==> src/rtl/vram_pkg.sv <==
// Shared video RAM geometry and fill-engine type definitions.
package vram_pkg;

  localparam int unsigned VRAM_ADDR_W = 11;
  localparam int unsigned VRAM_DATA_W = 8;

  typedef enum logic [1:0] {
    FILL_IDLE,
    FILL_RUN,
    FILL_DONE
  } fill_state_e;

  typedef enum logic {
    TURN_HOST,
    TURN_FILL
  } turn_e;

endpackage

==> src/rtl/vram_fill_counter.sv <==
// Fill engine address and remaining-count registers; last flags the final write.
module vram_fill_counter
  import vram_pkg::*;
#(
  parameter int unsigned ADDR_W = VRAM_ADDR_W
) (
  input  logic              clk,
  input  logic              reset,
  input  logic              load,
  input  logic              step,
  input  logic [ADDR_W-1:0] load_base,
  input  logic [ADDR_W:0]   load_len,
  output logic [ADDR_W-1:0] addr,
  output logic              last
);

  logic [ADDR_W-1:0] addr_d, addr_q;
  logic [ADDR_W:0]   rem_d,  rem_q;

  always_comb begin
    addr_d = addr_q;
    rem_d  = rem_q;
    if (load) begin
      addr_d = load_base;
      rem_d  = load_len;
    end else if (step) begin
      // Address wraps naturally at 2**ADDR_W.
      addr_d = addr_q + 1'b1;
      rem_d  = rem_q - 1'b1;
    end
  end

  always_ff @(posedge clk) begin
    if (reset) begin
      addr_q <= '0;
      rem_q  <= '0;
    end else begin
      addr_q <= addr_d;
      rem_q  <= rem_d;
    end
  end

  assign addr = addr_q;
  assign last = (rem_q == {{ADDR_W{1'b0}}, 1'b1});

endmodule

==> src/rtl/vram_write_arbiter.sv <==
// Arbitrates the video RAM write port between the host channel and the fill engine.
module vram_write_arbiter
  import vram_pkg::*;
#(
  parameter int unsigned ADDR_W = VRAM_ADDR_W,
  parameter int unsigned DATA_W = VRAM_DATA_W
) (
  input  logic              clk,
  input  logic              reset,
  input  logic              host_valid,
  output logic              host_ready,
  input  logic [ADDR_W-1:0] host_ad,
  input  logic [DATA_W-1:0] host_data,
  input  logic              fill_start,
  input  logic              fill_abort,
  input  logic [ADDR_W-1:0] fill_base,
  input  logic [ADDR_W:0]   fill_len,
  input  logic [DATA_W-1:0] fill_value,
  output logic              fill_busy,
  output logic              fill_done,
  output logic              write_ce,
  output logic [ADDR_W-1:0] write_ad,
  output logic [DATA_W-1:0] write_data
);

  fill_state_e       state_d, state_q;
  turn_e             turn_d, turn_q;
  logic [DATA_W-1:0] value_d, value_q;
  logic              busy_d, busy_q;
  logic              done_d, done_q;
  logic              ce_d, ce_q;
  logic [ADDR_W-1:0] ad_d, ad_q;
  logic [DATA_W-1:0] data_d, data_q;

  logic              start_ok;
  logic              host_grant;
  logic              fill_grant;
  logic [ADDR_W-1:0] fill_addr;
  logic              fill_last;

  vram_fill_counter #(
    .ADDR_W (ADDR_W)
  ) u_counter (
    .clk       (clk),
    .reset     (reset),
    .load      (start_ok),
    .step      (fill_grant),
    .load_base (fill_base),
    .load_len  (fill_len),
    .addr      (fill_addr),
    .last      (fill_last)
  );

  always_comb begin
    // Host owns the port outside a fill, and also during the abort cycle.
    host_ready = (state_q != FILL_RUN) || fill_abort || (turn_q == TURN_HOST);
    host_grant = host_valid && host_ready;
    fill_grant = (state_q == FILL_RUN) && !fill_abort && !host_grant;
    start_ok   = (state_q == FILL_IDLE) && fill_start && !fill_abort;

    state_d = state_q;
    turn_d  = turn_q;
    value_d = value_q;
    unique case (state_q)
      FILL_IDLE: begin
        if (start_ok) begin
          value_d = fill_value;
          turn_d  = TURN_HOST;
          state_d = (fill_len == '0) ? FILL_DONE : FILL_RUN;
        end
      end
      FILL_RUN: begin
        if (fill_abort) begin
          state_d = FILL_IDLE;
        end else begin
          // A write is always granted here, so the turn flips every cycle.
          turn_d = (turn_q == TURN_HOST) ? TURN_FILL : TURN_HOST;
          if (fill_grant && fill_last) state_d = FILL_DONE;
        end
      end
      FILL_DONE: state_d = FILL_IDLE;
      default:   state_d = FILL_IDLE;
    endcase

    busy_d = (state_d == FILL_RUN);
    done_d = (state_d == FILL_DONE);

    ce_d   = host_grant || fill_grant;
    ad_d   = ad_q;
    data_d = data_q;
    if (host_grant) begin
      ad_d   = host_ad;
      data_d = host_data;
    end else if (fill_grant) begin
      ad_d   = fill_addr;
      data_d = value_q;
    end
  end

  always_ff @(posedge clk) begin
    if (reset) begin
      state_q <= FILL_IDLE;
      turn_q  <= TURN_HOST;
      value_q <= '0;
      busy_q  <= 1'b0;
      done_q  <= 1'b0;
      ce_q    <= 1'b0;
      ad_q    <= '0;
      data_q  <= '0;
    end else begin
      state_q <= state_d;
      turn_q  <= turn_d;
      value_q <= value_d;
      busy_q  <= busy_d;
      done_q  <= done_d;
      ce_q    <= ce_d;
      ad_q    <= ad_d;
      data_q  <= data_d;
    end
  end

  assign fill_busy  = busy_q;
  assign fill_done  = done_q;
  assign write_ce   = ce_q;
  assign write_ad   = ad_q;
  assign write_data = data_q;

endmodule
==> config.mk <==
export PLATFORM = sky130hd
export DESIGN_NAME = vram_write_arbiter
export DESIGN_NICKNAME = d
export VERILOG_FILES = /design/src/rtl/vram_pkg.sv /design/src/rtl/vram_fill_counter.sv /design/src/rtl/vram_write_arbiter.sv
export SDC_FILE = /design/constraint.sdc
export NUM_CORES = 1
export LEC_CHECK = 0
export ABC_AREA = 1
export BUFFER_PORTS_ARGS = -buffer_cell sky130_fd_sc_hd__buf_4
export CORE_MARGIN = 5
export CORE_UTILIZATION = 50
export CTS_BUF_LIST = sky130_fd_sc_hd__clkbuf_16
export CTS_CLUSTER_SIZE = 24
export DETAILED_ROUTE_END_ITERATION = 12
export PLACE_DENSITY = 0.86
export SETUP_SLACK_MARGIN = 0.15
export SLEW_MARGIN = 40
export SYNTH_ARGS = -nofsm -noshare
export SYNTH_HDL_FRONTEND = slang
export SYNTH_SLANG_ARGS = --single-unit
==> constraint.sdc <==
create_clock -name clk -period 2.75 [get_ports clk]
set_input_delay 0.55 -clock clk [delete_from_list [all_inputs] [get_ports clk]]
set_output_delay 0.55 -clock clk [all_outputs]
set_load 0.03 [all_outputs]
After elaboration in Yosys (flattened, before gate mapping)
Index checks and enable logic that the tools add are counted.
Operators by class
  add/sub/neg operators: 2
  equality and inequality tests: 7
  multiplexer cells: 17
  bitwise operators: 1
  reductions and logical operators: 18
Operators by type and width (number)
  2-to-1 mux 11 bit: 4
  2-to-1 mux 12 bit: 2
  2-to-1 mux 8 bit: 2
  equality test 12 x 1 -> 1 bit, second input constant: 1
  zero test 12 bit: 1
  subtractor 12 x 1 -> 12 bit, second input constant: 1
  adder 11 x 1 -> 11 bit, second input constant: 1
  2-to-1 mux 2 bit: 4
  logical AND 1 bit: 6
  nonzero test 2 bit: 3
  equality test 2 x 1 -> 1 bit, second input constant: 2
  inequality test 2 bit, second input constant: 2
  one-hot mux 2 bit (2 select lines): 1
  logical OR 1 bit: 3
  2-to-1 mux 1 bit: 3
  AND reduction 3 bit: 1
  equality test 2 bit, second input constant: 1
  zero test 1 bit: 2
  zero test 2 bit: 1
  inequality test 2 x 1 -> 1 bit, second input constant: 1
  one-hot mux 1 bit (2 select lines): 1
  AND reduction 2 bit: 1
  NOT 1 bit: 1
Storage, ports and cells
  flip-flop bits (word level): 56
  bits of input ports: 55
  output and inout port bits: 23
  logic and storage cells: 55

Longest topological paths before layout
  depth after elaboration: 11
  mapped depth: 9
  depth with buffers taken out: 9

Cells and area by module
From an unflattened synthesis, not the netlist that was laid out.
Unflattened totals
  cell total of the unflattened synthesis: 440
  area, all modules: 3034.2 um^2
By module, submodules not included
  vram_write_arbiter: instances 1, cells each 222, area an instance 1566.5 um^2, sequential area each 660.6 um^2
  vram_fill_counter: instances 1, cells each 218, area an instance 1467.7 um^2, sequential area each 460.4 um^2

Least setup slack after synthesis
No wires, ideal clock.
  path kind: input-to-output
  from: input fill_abort
  to: output host_ready
  arrival: 0.902 ns
  required time: 2.200 ns
  slack: 1.298 ns
  stages: 2
  path buffers: 0
  path through: nor2_4 -> nand2_1
Between the ends
  longest elaborated chain between the ends: 2
RTL lines
  start, declared: line vram_write_arbiter.sv:15  | input logic fill_abort,
  logical OR 1 bit (2 in series): line vram_write_arbiter.sv:56  | host_ready = (state_q != FILL_RUN) || fill_abort || (turn_q == TURN_HOST);
  end, declared: line vram_write_arbiter.sv:11  | output logic host_ready,
Every way passes these cells.

Worst setup path after layout
  from: input fill_abort
  to: register u_counter.addr_q[5], in the netlist u_counter.addr[5]
Between the ends
  longest elaborated chain between the ends: 6
  elaborated cells between the ends (all ways): 10
  those cells by class: mux (1); reduce/logical (9)
RTL lines
  logical OR 1 bit (2 in series): line vram_write_arbiter.sv:56
  logical AND 1 bit: line vram_write_arbiter.sv:57  | host_grant = host_valid && host_ready;
  zero test 1 bit: line vram_write_arbiter.sv:58  | fill_grant = (state_q == FILL_RUN) && !fill_abort && !host_grant;
  logical AND 1 bit: line vram_write_arbiter.sv:58
  nonzero test 2 bit (no line)
  end signal, assigned: line vram_fill_counter.sv:38  | addr_q <= addr_d;
  end, declared: line vram_fill_counter.sv:17  | logic [ADDR_W-1:0] addr_d, addr_q;
Parallel ways exist; a longest one is shown, timed or not.
A chain may end at the register's enable or synchronous reset.

==> summary.txt <==
Logic synthesis
  • Sequential share of the synthesized area: 37.8%
  • Largest cells by area after synthesis: dfxtp_1 (38%), nand2_1 (19%), nand3_1 (8.1%)
  • Mapped Avg Cell Area: 6.36 um^2
  • EDFF count, synth: 0
  • Netlist Area Pre-Place: 2960 um^2
  • Synth Warn #: 0
  • Cells after synthesis: 466
  • #FFs+latches synth: 56
  • Most frequent cell after synthesis: nand2_1
  • Biggest area consumer among synthesized cells: dfxtp_1
  • Yosys cell types: 28
  • Main flop type after synthesis: dfxtp_1
  • Mapped Nets: 524
  • Post-synth top cells: nand2_1 (152), inv_1 (57), nor2_1 (57)
  • Top cell type's share of synthesized area: 37.8%
  • FFs w/ async S/R, synth: 0%

Route
  • DRC: 0
  • Drt first-iter violations: 178
  • Final Routed Wirelength: slightly below 8000 um
  • Vias per cell: 5.10
  • Routed len/inst: 12.7 um
  • Router iterations before antenna repair: 4
  • Via count: 3128
  • Final antenna-violating net count: 0

STA
  • Final setup skew: 0.00981 ns
  • Slew headroom: 57.7%
  • Slew Viols, Final: 0
  • Final period util: 65.2%
  • RSZ-0062 raised after global routing: false
  • Hold Violations, Final: 0
  • Setup TNS: 0 ns
  • Min Tclk post-route: 1.79 ns
  • Max Clock Freq: ~0.56 GHz
  • Worst Tran Pin Value: 0.634 ns
  • Final setup violation count: 0

Worst setup path
  • Setup slack, reg-to-reg: between 0.9 and 1 ns
  • Crit path top cell by count: buf_4
  • Crit Path Class: primary input to flop
  • Worst r2r src: turn_q
  • FF-to-FF End: u_counter.addr[5]
  • CP Data Required Time: ~3.0 ns
  • Critical path peak fanout: 16
  • CP startpoint kind: primary input
  • CP delay by family, top: compound AO/OA/AOI/OAI gates
  • CP max-delay cell: a21oi_2
  • Critical path arrival: 2.03 ns
  • Crit end category: flop
  • Worst-path cell chain: buf_4 -> nand3b_1 -> a21oi_2 -> buf_4 -> nand3_1 -> nand2_1 -> o21ai_0 -> inv_1
  • Crit path largest cell delay: 0.49 ns
  • Buffers plus inverters on the worst setup path: 3
  • R2R cell count: 7

Placement
  • Routability Congestion: 0.877
  • Buffers on Ports: 77
  • Detailed Place HPWL: 5810 um

Hold path
  • Hold path start: value_q[7]
  • Worst Hold Endpoint: value_q[7]
  • Hold WC Path Type: flop to flop
  • Hold path depth: 2

Power
  • P per Cell Area: 505 nW/um^2
  • Maximum VDD drop: 0.000329 V
  • LEAKAGE: 0.00185 uW
  • Total power draw: 1880 uW

Floorplan
  • Die H: 87.0 um
  • Die area: 7570 um^2
  • Die W: 87.0 um
  • Initial Utilization: 50.6%
  • FP Rows: 28
  • Core Box Area: 5850 um^2
  • Top Ports: 78

Cells and area
  • Layout area overhead: 25.7%
  • Multi-input gate area: about 1500 um^2
  • Reg area: 1120 um^2
  • Diodes inserted: 0
  • # nets final: 595
  • Layout cell share with drive strength beyond 1: between 10% and 20%
  • Filler instances: roughly 540

GRT
  • Antenna violations before repair: 0
  • First-pass GRT wire length: about 13000 um
  • Vias in the first global route: around 3100
  • GR Util All Layers: between 20 and 25%
  • Total congestion overflow: 0
  • Largest net degree at the start of global routing: 23

Clock tree
  • H-tree depth: 2
  • CTS tree: yes
  • Cts hold-fix bufs: 0
  • Clk buf depth: 2
  • CTS Root Buffer Type: clkbuf_16
  • Clock transition at path regs: approximately 0.070 ns
  • # resized after CTS: 0
  • CTS Sinks: 56
  • Clock latency on the worst-skew pair: 0.29 ns
  • # Post-CTS Setup Buffers: 0
  • CTS Buf Count: 5

Outcome
  • Outcome: finished clean

Job
  • Max Cap Violations: 0
## tightest hold or removal path, cell delays in order, from the launching register on
cell	delay, ns
dfxtp_1	0.30
inv_1	0.06
a21oi_1	0.06
## layer usage
metal  part of all wire, %  GRT usage, %  wire, um
met5                     0             0         0
met2                    50          38.4      3920
met4                   2.1          7.79       163
met1                    43          25.5      3350
met3                   4.8          4.35       376
## flip-flops by register name, summed over array words and instances (netlist names)
name / flops
write_ce: 1
value_q: 8
state_q: 2
turn_q: 1
fill_done: 1
u_counter.addr: 11
fill_busy: 1
write_ad: 11
write_data: 8
u_counter.rem_q: 12
## placed cells by master (no fill, tap or decap), drive strengths merged
| master | n |
|---|---|
| a21oi | 16 |
| ha | 3 |
| clkinvlp | 1 |
| nand2 | 152 |
| nor4 | 1 |
| xor2 | 6 |
| clkinv | 2 |
| o21ai | 18 |
| o21a | 1 |
| buf | 84 |
| nor3 | 4 |
| nand3 | 48 |
| o211ai | 10 |
| dfxtp | 56 |
| a31oi | 7 |
| nor2 | 58 |
| nand4 | 2 |
| o22ai | 1 |
| nand3b | 3 |
| clkbuf | 5 |
| inv | 60 |
## power by group
part	switching [uW]	internal [uW]	total, uW
Combinational	222	158	380
Clock	275	332	607
Sequential	36.6	859	895
## how the worst max path moves through the flow
stage               start                 to  slack (ns)  cells after the start
6_report       fill_abort  u_counter.addr[5]        0.96                      8
5_1_grt            turn_q  u_counter.addr[5]        0.83                      7
4_1_cts        fill_abort  u_counter.addr[5]        0.97                      8
3_5_place_dp   fill_abort  u_counter.addr[5]        0.68                      8
3_3_place_gp   fill_abort  u_counter.addr[5]        0.74                      8
2_1_floorplan  fill_abort         host_ready        1.30                      2
## area by class of cell
| cell class | instances | share of cell area, % |
|---|---|---|
| inverters | 60 | 6.05 |
| flip-flops and latches | 56 | 30.1 |
| clock buffers | 5 | 3.36 |
| clock inverters | 3 | 0.403 |
| well taps | 75 | 2.52 |
| repair buffers | 84 | 16.9 |
| multi-input cells | 330 | 40.6 |
## per-stage QoR
stage               instances  setup slack [ns]  instance area (um^2)  hold slack, ns  util, %
floorplan                 466              1.30                  2960           0.430        -
global placement          605             0.738                  3580           0.443     61.3
detailed placement        605             0.681                  3580           0.448     61.3
CTS                       613             0.972                  3720           0.457     63.7
global route              613             0.829                  3720           0.491     63.7
finish                    613             0.958                  3720           0.457     63.7
## cell families (layout without fill, tap and decap cells)
kind of cell    count (synthesis)  in the layout  synth area share, %
buf+inv                        80            152                 11.1
xor+xnor                        6              6                 1.77
flops                          56             56                 37.8
simple gates                  268            268                 37.2
compound gates                 53             53                 10.9
fa+ha+maj                       3              3                 1.27
Note: power is estimated with default switching activity, not from simulation.
